<file path="src/rtl/nic8_pkg.sv">
// Shared nic8 constants: default datapath width and control-word field layout,
// so the decoder and the register bank agree on where load/push/select bits live.
package nic8_pkg;

  localparam int NIC8_WIDTH = 8;

  localparam int CW_LOAD_BIT  = 0;
  localparam int CW_PUSH_BIT  = 1;
  localparam int CW_LSEL_LSB  = 2;
  localparam int CW_RSELA_LSB = 4;
  localparam int CW_RSELB_LSB = 6;
  localparam int CW_SEL_W     = 2;

  typedef struct packed {
    logic                load;
    logic                push;
    logic [CW_SEL_W-1:0] load_sel;
    logic [CW_SEL_W-1:0] rd_sel_a;
    logic [CW_SEL_W-1:0] rd_sel_b;
  } bank_ctrl_t;

  function automatic bank_ctrl_t decode_ctrl(input logic [7:0] cw);
    bank_ctrl_t c;
    c.load     = cw[CW_LOAD_BIT];
    c.push     = cw[CW_PUSH_BIT];
    c.load_sel = cw[CW_LSEL_LSB  +: CW_SEL_W];
    c.rd_sel_a = cw[CW_RSELA_LSB +: CW_SEL_W];
    c.rd_sel_b = cw[CW_RSELB_LSB +: CW_SEL_W];
    return c;
  endfunction

endpackage

</file>
<file path="src/rtl/regbank_out_fifo.sv">
// Output queue: circular buffer with valid/ready drain; a push into a full queue
// is accepted only when the head leaves on the same edge, otherwise it stalls.
module out_fifo
  import nic8_pkg::*;
#(
  parameter int WIDTH = NIC8_WIDTH,
  parameter int DEPTH = 4
) (
  input  logic                     clk,
  input  logic                     reset,
  input  logic                     push,
  input  logic [WIDTH-1:0]         din,
  output logic                     stall,
  output logic                     valid,
  input  logic                     ready,
  output logic [WIDTH-1:0]         dout,
  output logic [$clog2(DEPTH):0]   count,
  output logic [WIDTH-1:0]         last
);

  localparam int AW = $clog2(DEPTH);

  logic [DEPTH-1:0][WIDTH-1:0] mem;
  logic [AW-1:0]               head, tail;
  logic [AW:0]                 cnt_q;
  logic [WIDTH-1:0]            last_q;
  logic                        full, pop, push_ok;

  assign full    = (cnt_q == (AW+1)'(DEPTH));
  assign valid   = (cnt_q != '0);
  assign pop     = valid && ready;
  assign push_ok = push && (!full || pop);
  assign stall   = push && full && !pop;
  assign dout    = mem[head];
  assign count   = cnt_q;
  assign last    = last_q;

  // Storage needs no reset: nothing is visible until count says so.
  always_ff @(posedge clk) begin
    if (!reset && push_ok) mem[tail] <= din;
  end

  always_ff @(posedge clk) begin
    if (reset) begin
      head   <= '0;
      tail   <= '0;
      cnt_q  <= '0;
      last_q <= '0;
    end else begin
      if (pop) head <= head + 1'b1;
      if (push_ok) begin
        tail   <= tail + 1'b1;
        last_q <= din;
      end
      case ({push_ok, pop})
        2'b10:   cnt_q <= cnt_q + 1'b1;
        2'b01:   cnt_q <= cnt_q - 1'b1;
        default: cnt_q <= cnt_q;
      endcase
    end
  end

endmodule

</file>
<file path="src/rtl/regbank.sv">
// nic8 register bank: NREGS general registers loaded from dbus, two combinational
// read ports, and an output queue fed from the same bus.
module regbank
  import nic8_pkg::*;
#(
  parameter int WIDTH     = NIC8_WIDTH,
  parameter int NREGS     = 4,
  parameter int OUT_DEPTH = 4
) (
  input  logic                         clk,
  input  logic                         reset,
  input  logic                         load,
  input  logic [$clog2(NREGS)-1:0]     load_sel,
  input  logic [WIDTH-1:0]             dbus,
  input  logic [$clog2(NREGS)-1:0]     rd_sel_a,
  input  logic [$clog2(NREGS)-1:0]     rd_sel_b,
  output logic [WIDTH-1:0]             rd_a,
  output logic [WIDTH-1:0]             rd_b,
  input  logic                         out_push,
  output logic                         out_stall,
  output logic [WIDTH-1:0]             out_data,
  output logic                         out_valid,
  input  logic                         out_ready,
  output logic [$clog2(OUT_DEPTH):0]   out_count,
  output logic [WIDTH-1:0]             out_last
);

  logic [NREGS-1:0][WIDTH-1:0] regs;

  always_ff @(posedge clk) begin
    if (reset)     regs <= '0;
    else if (load) regs[load_sel] <= dbus;
  end

  // No write bypass: reads see the pre-edge contents.
  assign rd_a = regs[rd_sel_a];
  assign rd_b = regs[rd_sel_b];

  out_fifo #(.WIDTH(WIDTH), .DEPTH(OUT_DEPTH)) u_out (
    .clk   (clk),
    .reset (reset),
    .push  (out_push),
    .din   (dbus),
    .stall (out_stall),
    .valid (out_valid),
    .ready (out_ready),
    .dout  (out_data),
    .count (out_count),
    .last  (out_last)
  );

endmodule

</file>
<file path="config.mk">
export PLATFORM = sky130hd
export DESIGN_NAME = regbank
export DESIGN_NICKNAME = d
export VERILOG_FILES = /design/src/rtl/nic8_pkg.sv /design/src/rtl/regbank_out_fifo.sv /design/src/rtl/regbank.sv
export SDC_FILE = /design/constraint.sdc
export NUM_CORES = 1
export LEC_CHECK = 0
export CORE_UTILIZATION = 35
export CTS_BUF_LIST = sky130_fd_sc_hd__clkbuf_4
export CTS_CLUSTER_DIAMETER = 40
export DETAILED_ROUTE_END_ITERATION = 8
export GPL_ROUTABILITY_DRIVEN = 0
export PLACE_DENSITY = 0.58
export SYNTH_ARGS = -nofsm -noshare
export SYNTH_HDL_FRONTEND = slang
export SYNTH_SLANG_ARGS = --single-unit
</file>
<file path="constraint.sdc">
create_clock -name clk -period 5.6 [get_ports clk]
set_clock_uncertainty 0.15 [all_clocks]
set_input_delay 0.56 -clock clk [delete_from_list [all_inputs] [get_ports clk]]
set_output_delay 0.56 -clock clk [all_outputs]
set_load 0.05 [all_outputs]
</file>
==> results.json, run 1 <==
{
  "outcome": "complete, no violations",
  "antenna_left": 0,
  "post-synth-top-area-cell": "edfxtp_1",
  "grt_antenna_before_repair": 0,
  "cpLargestDelayFamily": "buffers and inverters",
  "rsz0062_at_grt": "no",
  "synthesis.yosys.warnings": 0,
  "cts.reportedPaths.clkPinSlew_ns": 0.12,
  "path_buf_inv": 2,
  "drt_first_pass_iters": 4,
  "rr_worst_depth": 9,
  "tritoncts": "done",
  "cp.depth": 3,
  "numCtsBuffers": 9,
  "p_total_mw": 1.45,
  "post_cts_setup_repair_buffer_count": 0,
  "layout-drive-gt1-share_pct": 17.2,
  "crit_path_start": "rd_sel_a[0]",
  "grt_start_max_net_pins": 62,
  "dr.max_layer_used": "met4",
  "ctsHoldBuffers": 0,
  "totalNegativeSetupSlack_ns": 0,
  "netlist_top_cells_area": "edfxtp_1 27%, dfxtp_1 27%, mux4_2 15%",
  "post-synth-top-area-fraction_pct": 27.4,
  "synthCells": 252,
  "path_common_cell": "clkdlybuf4s50_1",
  "rows": 36,
  "wl_met1_mm": 3.19,
  "hp-class": "reg2reg",
  "synthesis.area_um2": 3510,
  "relSlewSlack_pct": 50.9,
  "critical_path.endpoint_type": "primary output",
  "cts_root_buffer": "clkbuf_4",
  "postSynthAreaPerCell_um2": 13.9,
  "ff_latch_area_um2": 1900,
  "cp.required_ns": 4.89,
  "slowest_cp_cell": "clkdlybuf4s50_1",
  "postSynthNetCount": 277,
  "top_level_i_o_count": 56,
  "cts_resized": 0,
  "layout_setup_ws_ns": 2.15,
  "nFillCells": 940,
  "ys_seq_elements": 79,
  "initial_core_utilization_pct": 36.0,
  "io_buffer_count": 55,
  "min_period_ns": 3.45,
  "timing.final.setup_violations": 0,
  "edff_count_synth": 32,
  "number_of_levels_the_h_tree_was_split_into": 3,
  "cts.sinks": 79,
  "timing.reg2reg.setup_slack_ns": 3.00,
  "route.detailed.drc": 0,
  "power_density_nw_per_um2": 337,
  "globalRouteOverflowTotal": 0,
  "first_global_vias": 2084,
  "drt_iter0_drc": 92,
  "synth_seq_area_share_pct": 54.2,
  "holdCritStartpoint": "u_out.last[2]",
  "place_worst_setup_slack_ns": 2.10,
  "number_of_different_library_cells_in_the_post_synthesis_netlist": 31,
  "arrival_ns": 2.74,
  "final_hold_viol_count": 0,
  "critPathMaxStageDelay_ns": 0.84,
  "dieArea_um2": 10400,
  "synth_most_common_cell": "dfxtp_1",
  "worstSetupPathType": "in2out",
  "total_leakage_power_nw": 1.61,
  "critical_path.cell_chain": "clkdlybuf4s50_1 -> mux4_2 -> clkdlybuf4s50_1",
  "timing.final.max_slew_violations": 0,
  "max_cap_viol_count": 0,
  "hold-path-cell-count": 2,
  "timing.final.crit_share_pct": 61.7,
  "wl_per_cell_um": 16.0,
  "yosys_most_used_dff": "dfxtp_1",
  "worst_slew_pin_slew_ns": 0.734,
  "worstPathMaxFanout": 8,
  "fin_util_pct": 44.1,
  "max_clock_freq_mhz": 290,
  "worstSetupStartpointType": "input port",
  "holdWs_ns": 0.333,
  "hpwl_dp_mm": 4.79,
  "multi_input_area_um2": 1500,
  "synth_common_cells": "47 x dfxtp_1, 41 x mux2i_1, 39 x nor2_1, 32 x edfxtp_1, 24 x mux4_2",
  "clock_latency_ns": 0.40,
  "core_um2": 9730,
  "die-width_um": 102,
  "grt_first_pass_wirelength_mm": 10.9,
  "detailroute.wirelength.met3_um": 249,
  "fp.dieH_um": 102,
  "dr_wl_met2_mm": 3.58,
  "routed_wl_mm": 7.09,
  "area_delta_synth_final_pct": 22.4,
  "vdd_ir_max_mv": 0.141,
  "clk_path_buf_depth": 2,
  "vias_per_cell": 4.82,
  "num-nets-final": 329,
  "crit-reg2reg-launch": "u_out.count[0]",
  "grtUsageTotal_pct": 14.5,
  "vias": 2137,
  "asyncSetResetFlopFracSynth_pct": 0
}
==> report_power, final <==
group / total [mW] / leakage, nW / internal (mW) / switching, mW
combinational: 0.431 / 0.864 / 0.177 / 0.254
sequential: 0.680 / 0.674 / 0.635 / 0.0454
clock: 0.337 / 0.0720 / 0.137 / 0.200
==> cell usage in the layout, fill, tap and decap left out, types with 3 or more instances in the layout <==
cell type,n
clkbuf_4,9
edfxtp_1,32
dfxtp_1,47
inv_1,5
nor3b_2,4
nor2_1,39
mux2i_1,41
clkdlybuf4s50_1,54
xor2_1,3
ha_1,5
mux4_2,24
nand2b_1,18
==> routing by layer <==
layer / up-vias / global-route usage, %
met4: 0 / 5.38
met1: 1070 / 18.5
met5: - / 0
li1: 1016 / -
met2: 45 / 23.5
met3: 6 / 4.10
==> logic make-up after synthesis <==
group                      synth area share, %
adders and majority gates                 2.35
AOI/OAI and AO/OA                        0.963
xor gates and xnor gates                 0.999
muxes                                     27.4
DFF                                       54.2
and+or+nand+nor                           11.0
buffers and inverters                     3.00
==> metrics by stage <==
step | std cells | area [um2]
CTS | 442 | 4290
floorplan | 252 | 3510
global placement | 426 | 4150
finish | 443 | 4290
global route | 442 | 4290
detailed placement | 426 | 4150
==> state kept, by name (all words and copies together), names as in the netlist <==
name / cells
regs: 32
u_out.mem: 32
u_out.last: 8
u_out.count: 3
u_out.head: 2
u_out.tail: 2
==> worst min-delay path: stages (launching register included) <==
cell,delay (ns)
dfxtp_1,0.33
nand2b_1,0.06
mux2i_1,0.06
==> worst paths after layout <==
check,endpoint
max,rd_a[7]
min,u_out.last[2]
max reg2reg,u_out.count[2]
min reg2reg,u_out.last[2]
==> cell type report <==
type / count / area share, %
diodes: 1 / 0.0583
multi-input cells: 151 / 34.9
well taps: 133 / 3.88
flip-flops and latches: 79 / 44.3
clock inverters: 7 / 1.66
clock buffers: 9 / 1.57
inverters: 6 / 0.525
repair buffers: 57 / 13.1
(Power assumes the default switching activity.)
==> run 2, diff against run 1 <==
- PLACE_DENSITY: 0.58 -> 0.6
- clock period: 5.6 -> 3.1 ns (I/O delays scaled with it)
==> results.json, run 2 (synthesis gave the netlist of run 1 again) <==
{
  "outcome": "complete, no violations",
  "path_buf_inv": 1,
  "ctsHoldBuffers": 0,
  "p_total_mw": 2.65,
  "fp.dieH_um": 102,
  "worst_slew_pin_slew_ns": 0.769,
  "first_global_vias": 2033,
  "final_hold_viol_count": 0,
  "timing.final.setup_violations": 0,
  "numCtsBuffers": 9,
  "layout-drive-gt1-share_pct": 22.3,
  "core_um2": 9730,
  "number_of_antenna_repair_diodes": 0,
  "layout.cells.most_common": "dfxtp_1",
  "timing.reg2reg.setup_slack_ns": 0.69,
  "hpwl_dp_mm": 4.92,
  "hp-class": "in2reg",
  "leading_cell_types_in_the_layout_fill_and_taps_excluded": "47 x dfxtp_1, 46 x clkdlybuf4s50_1, 41 x mux2i_1",
  "antenna_left": 0,
  "cts.reportedPaths.clkPinSlew_ns": 0.14,
  "num-nets-final": 338,
  "max_cap_viol_count": 0,
  "clock_latency_ns": 0.40,
  "grtUsageTotal_pct": 14.7,
  "tritoncts": "done",
  "power_density_nw_per_um2": 611,
  "vias_per_cell": 4.77,
  "arrival_ns": 2.45,
  "die-width_um": 102,
  "rr_worst_depth": 9,
  "routed_wl_mm": 7.22,
  "cp.depth": 2,
  "rsz0062_at_grt": "no",
  "slowest_cp_cell": "dfxtp_1",
  "globalRouteOverflowTotal": 0,
  "critPathMaxStageDelay_ns": 0.73,
  "drt_iter0_drc": 83,
  "total_leakage_power_nw": 1.68,
  "grt_antenna_before_repair": 0,
  "cpLargestDelayFamily": "flip-flops",
  "vdd_ir_max_mv": 0.222,
  "timing.final.crit_share_pct": 93.7,
  "grt_first_pass_wirelength_mm": 11.2,
  "cts.sinks": 79,
  "min_period_ns": 2.91,
  "top_level_i_o_count": 56,
  "holdCritStartpoint": "reset",
  "timing.final.max_slew_violations": 0,
  "cts_resized": 0,
  "wl_per_cell_um": 16.0,
  "crit-reg2reg-launch": "u_out.count[0]",
  "detailroute.wirelength.met3_um": 242,
  "relSlewSlack_pct": 48.7,
  "clk_path_buf_depth": 2,
  "route.detailed.drc": 0,
  "initial_core_utilization_pct": 36.0,
  "hold-path-cell-count": 2,
  "dr_wl_met2_mm": 3.47,
  "number_of_levels_the_h_tree_was_split_into": 3,
  "rows": 36,
  "totalNegativeSetupSlack_ns": 0,
  "vias": 2150,
  "dieArea_um2": 10400,
  "area_delta_synth_final_pct": 23.8,
  "worstPathMaxFanout": 9,
  "cp.required_ns": 2.64,
  "worstSetupPathType": "reg2out",
  "post_cts_setup_repair_buffer_count": 0,
  "dr.max_layer_used": "met4",
  "grt_start_max_net_pins": 47,
  "wl_met1_mm": 3.46,
  "cts_root_buffer": "clkbuf_4",
  "io_buffer_count": 55,
  "worstSetupStartpointType": "flip-flop",
  "hold_end": "regs[11]",
  "critical_path.endpoint_type": "primary output",
  "critical_path.cell_chain": "mux4_2 -> clkdlybuf4s50_1",
  "max_clock_freq_mhz": 344,
  "timing.rr.end": "u_out.count[2]",
  "drt_first_pass_iters": 4
}
==> run 2: worst max path at each step <==
stage | startpoint | end | slack [ns]
2_1_floorplan | u_out.count[2] | u_out.count[2] | 0.38
3_3_place_gp | rd_sel_b[0] | rd_b[5] | 0.42
3_5_place_dp | rd_sel_b[0] | rd_b[4] | 0.39
4_1_cts | u_out.head[0] | out_data[2] | 0.11
5_1_grt | u_out.head[0] | out_data[1] | 0.004
6_report | u_out.head[0] | out_data[2] | 0.19
==> run 2: area by class of cell <==
type	count	area [um2]
Clock buffer	10	75.1
Clock inverter	6	67.6
Fill cell	909	5390
Inverter	6	22.5
Multi-Input combinational cell	151	1500
Sequential cell	79	1900
Tap cell	133	166
Timing Repair Buffer	66	608
==> run 2: per-layer routing <==
| layer | global-route usage, % | up-vias |
|---|---|---|
| li1 | - | 1038 |
| met3 | 4.58 | 2 |
| met5 | 0 | - |
| met4 | 3.41 | 0 |
| met1 | 20.5 | 1069 |
| met2 | 22.5 | 41 |
==> run 2: metrics by stage <==
stage / utilization [%] / setup slack, ns / hold slack (ns) / instance area [um2] / cells
final: 44.6 / 0.194 / 0.296 / 4340 / 451
after floorplan: - / 0.379 / 0.259 / 3510 / 252
after CTS: 44.6 / 0.107 / 0.287 / 4340 / 451
after detailed placement: 43.2 / 0.390 / 0.313 / 4200 / 435
after global routing: 44.6 / 0.00390 / 0.311 / 4340 / 451
after global placement: 43.2 / 0.416 / 0.310 / 4200 / 435
==> run 2: power by group <==
part / switching, mW / leakage (nW) / internal, mW
clock: 0.365 / 0.0754 / 0.261
sequential: 0.0828 / 0.674 / 1.15
combinational: 0.467 / 0.926 / 0.331
==> run 2: worst register-to-register path, delay by kind of cell (launching register included) <==
kind,cells,cell delay (ns)
flops,1,0.41
compound gates,1,0.13
buf+inv,2,0.18
simple gates,3,0.75
xor+xnor,1,0.16
fa+ha+maj,2,0.57
==> run 3, diff against run 2 <==
- ABC_CLOCK_PERIOD_IN_PS: not set -> 3100
- PLACE_DENSITY: 0.6 -> 0.56
==> results.json, run 3 (synthesis gave the netlist of run 1 again) <==
{
  "layout-drive-gt1-share_pct": 22.4,
  "area_delta_synth_final_pct": 23.7,
  "stdcell_count": 450,
  "cts.sinks": 79,
  "grt_antenna_before_repair": 0,
  "core_um2": 9730,
  "routed_wl_mm": 7.31,
  "cts_root_buffer": "clkbuf_4",
  "clk_path_buf_depth": 2,
  "rr_worst_depth": 9,
  "vias": 2124,
  "die-width_um": 102,
  "critical_path.endpoint_type": "primary output",
  "arrival_ns": 2.29,
  "rsz0062_at_grt": "no",
  "timing.final.crit_share_pct": 88.8,
  "globalRouteOverflowTotal": 0,
  "dieArea_um2": 10400,
  "leading_cell_types_in_the_layout_fill_and_taps_excluded": "47 x dfxtp_1, 46 x clkdlybuf4s50_1, 41 x mux2i_1",
  "num-nets-final": 337,
  "layout_setup_ws_ns": 0.347,
  "route.detailed.drc": 0,
  "relSlewSlack_pct": 49.6,
  "layout.cells.most_common": "dfxtp_1",
  "antenna_left": 0,
  "place_worst_setup_slack_ns": 0.365,
  "grt_first_pass_wirelength_mm": 11.7,
  "totalNegativeSetupSlack_ns": 0,
  "numCtsBuffers": 9,
  "crit-reg2reg-launch": "u_out.count[0]",
  "max_cap_viol_count": 0,
  "number_of_levels_the_h_tree_was_split_into": 3,
  "clock_latency_ns": 0.41,
  "cp.required_ns": 2.64,
  "worst_slew_pin_slew_ns": 0.756,
  "drt_first_pass_iters": 5,
  "final_hold_viol_count": 0,
  "timing.reg2reg.setup_slack_ns": 0.70,
  "min_period_ns": 2.75,
  "io_buffer_count": 55,
  "multi_input_area_um2": 1500,
  "holdCritStartpoint": "reset",
  "holdWs_ns": 0.289,
  "tritoncts": "done",
  "nFillCells": 940,
  "max_clock_freq_mhz": 363,
  "timing.final.max_slew_violations": 0,
  "total_leakage_power_nw": 1.67,
  "numPlacedInstances": 434,
  "rows": 36,
  "hold-path-cell-count": 2,
  "top_level_i_o_count": 56,
  "timing.rr.end": "u_out.count[2]",
  "power_density_nw_per_um2": 614,
  "drt_iter0_drc": 100,
  "grt_start_max_net_pins": 45,
  "worstPathMaxFanout": 8,
  "cts_resized": 0,
  "ff_latch_area_um2": 1900,
  "vias_per_cell": 4.72,
  "initial_core_utilization_pct": 36.0,
  "vdd_ir_max_mv": 0.217,
  "outcome": "complete, no violations",
  "worstSetupStartpointType": "flip-flop",
  "ctsHoldBuffers": 0,
  "worstSetupPathType": "reg2out",
  "hold_end": "regs[24]",
  "number_of_antenna_repair_diodes": 0,
  "grtUsageTotal_pct": 15.3,
  "hp-class": "in2reg",
  "timing.final.setup_violations": 0,
  "fp.dieH_um": 102,
  "first_global_vias": 2140,
  "cts.reportedPaths.clkPinSlew_ns": 0.14,
  "wl_per_cell_um": 16.2,
  "hpwl_dp_mm": 5.03,
  "post_cts_setup_repair_buffer_count": 0
}
==> run 3: changes by cell type in the layout (fill, tap and decap cells not counted), sizes merged <==
cell / delta
buf: -1
clkbuf: -1
clkinv: +1
==> run 3: cell type report <==
| cell class | instances | area share, % |
|---|---|---|
| Clock buffer | 9 | 1.56 |
| Sequential cell | 79 | 43.8 |
| Inverter | 6 | 0.519 |
| Multi-Input combinational cell | 151 | 34.6 |
| Tap cell | 133 | 3.84 |
| Timing Repair Buffer | 65 | 13.8 |
| Clock inverter | 7 | 1.85 |
==> run 3: how the worst max path moves through the flow <==
stage	startpoint	end	slack, ns
2_1_floorplan	u_out.count[2]	u_out.count[2]	0.38
3_3_place_gp	rd_sel_a[0]	rd_a[4]	0.41
3_5_place_dp	out_ready	u_out.count[2]	0.37
4_1_cts	u_out.head[0]	out_data[3]	0.30
5_1_grt	u_out.head[0]	out_data[3]	0.23
6_report	u_out.head[0]	out_data[3]	0.35
==> run 3: per-stage QoR <==
stage | area, um2 | utilization [%] | total power, mW
5_1_grt | 4340 | 44.6 | 2.80
2_1_floorplan | 3510 | - | 1.80
3_5_place_dp | 4190 | 43.1 | 2.05
6_report | 4340 | 44.6 | 2.66
4_1_cts | 4340 | 44.6 | 2.70
3_3_place_gp | 4190 | 43.1 | 2.05
==> run 3: layer usage <==
metal | wire, um | global-route usage [%]
met1 | 3450 | 20.5
met5 | 0 | 0
met2 | 3550 | 24.7
met3 | 266 | 4.58
met4 | 53 | 3.19
==> run 3: worst max-delay path, cell delays in order (launching register included) <==
cell,delay [ns]
dfxtp_1,0.40
buf_4,0.23
mux4_2,0.53
clkdlybuf4s50_1,0.72
==> run 3: power by group <==
part	internal (mW)	leakage, nW	switching, mW	total, mW
clock	0.257	0.0788	0.386	0.643
combinational	0.330	0.921	0.483	0.812
sequential	1.15	0.674	0.0602	1.21
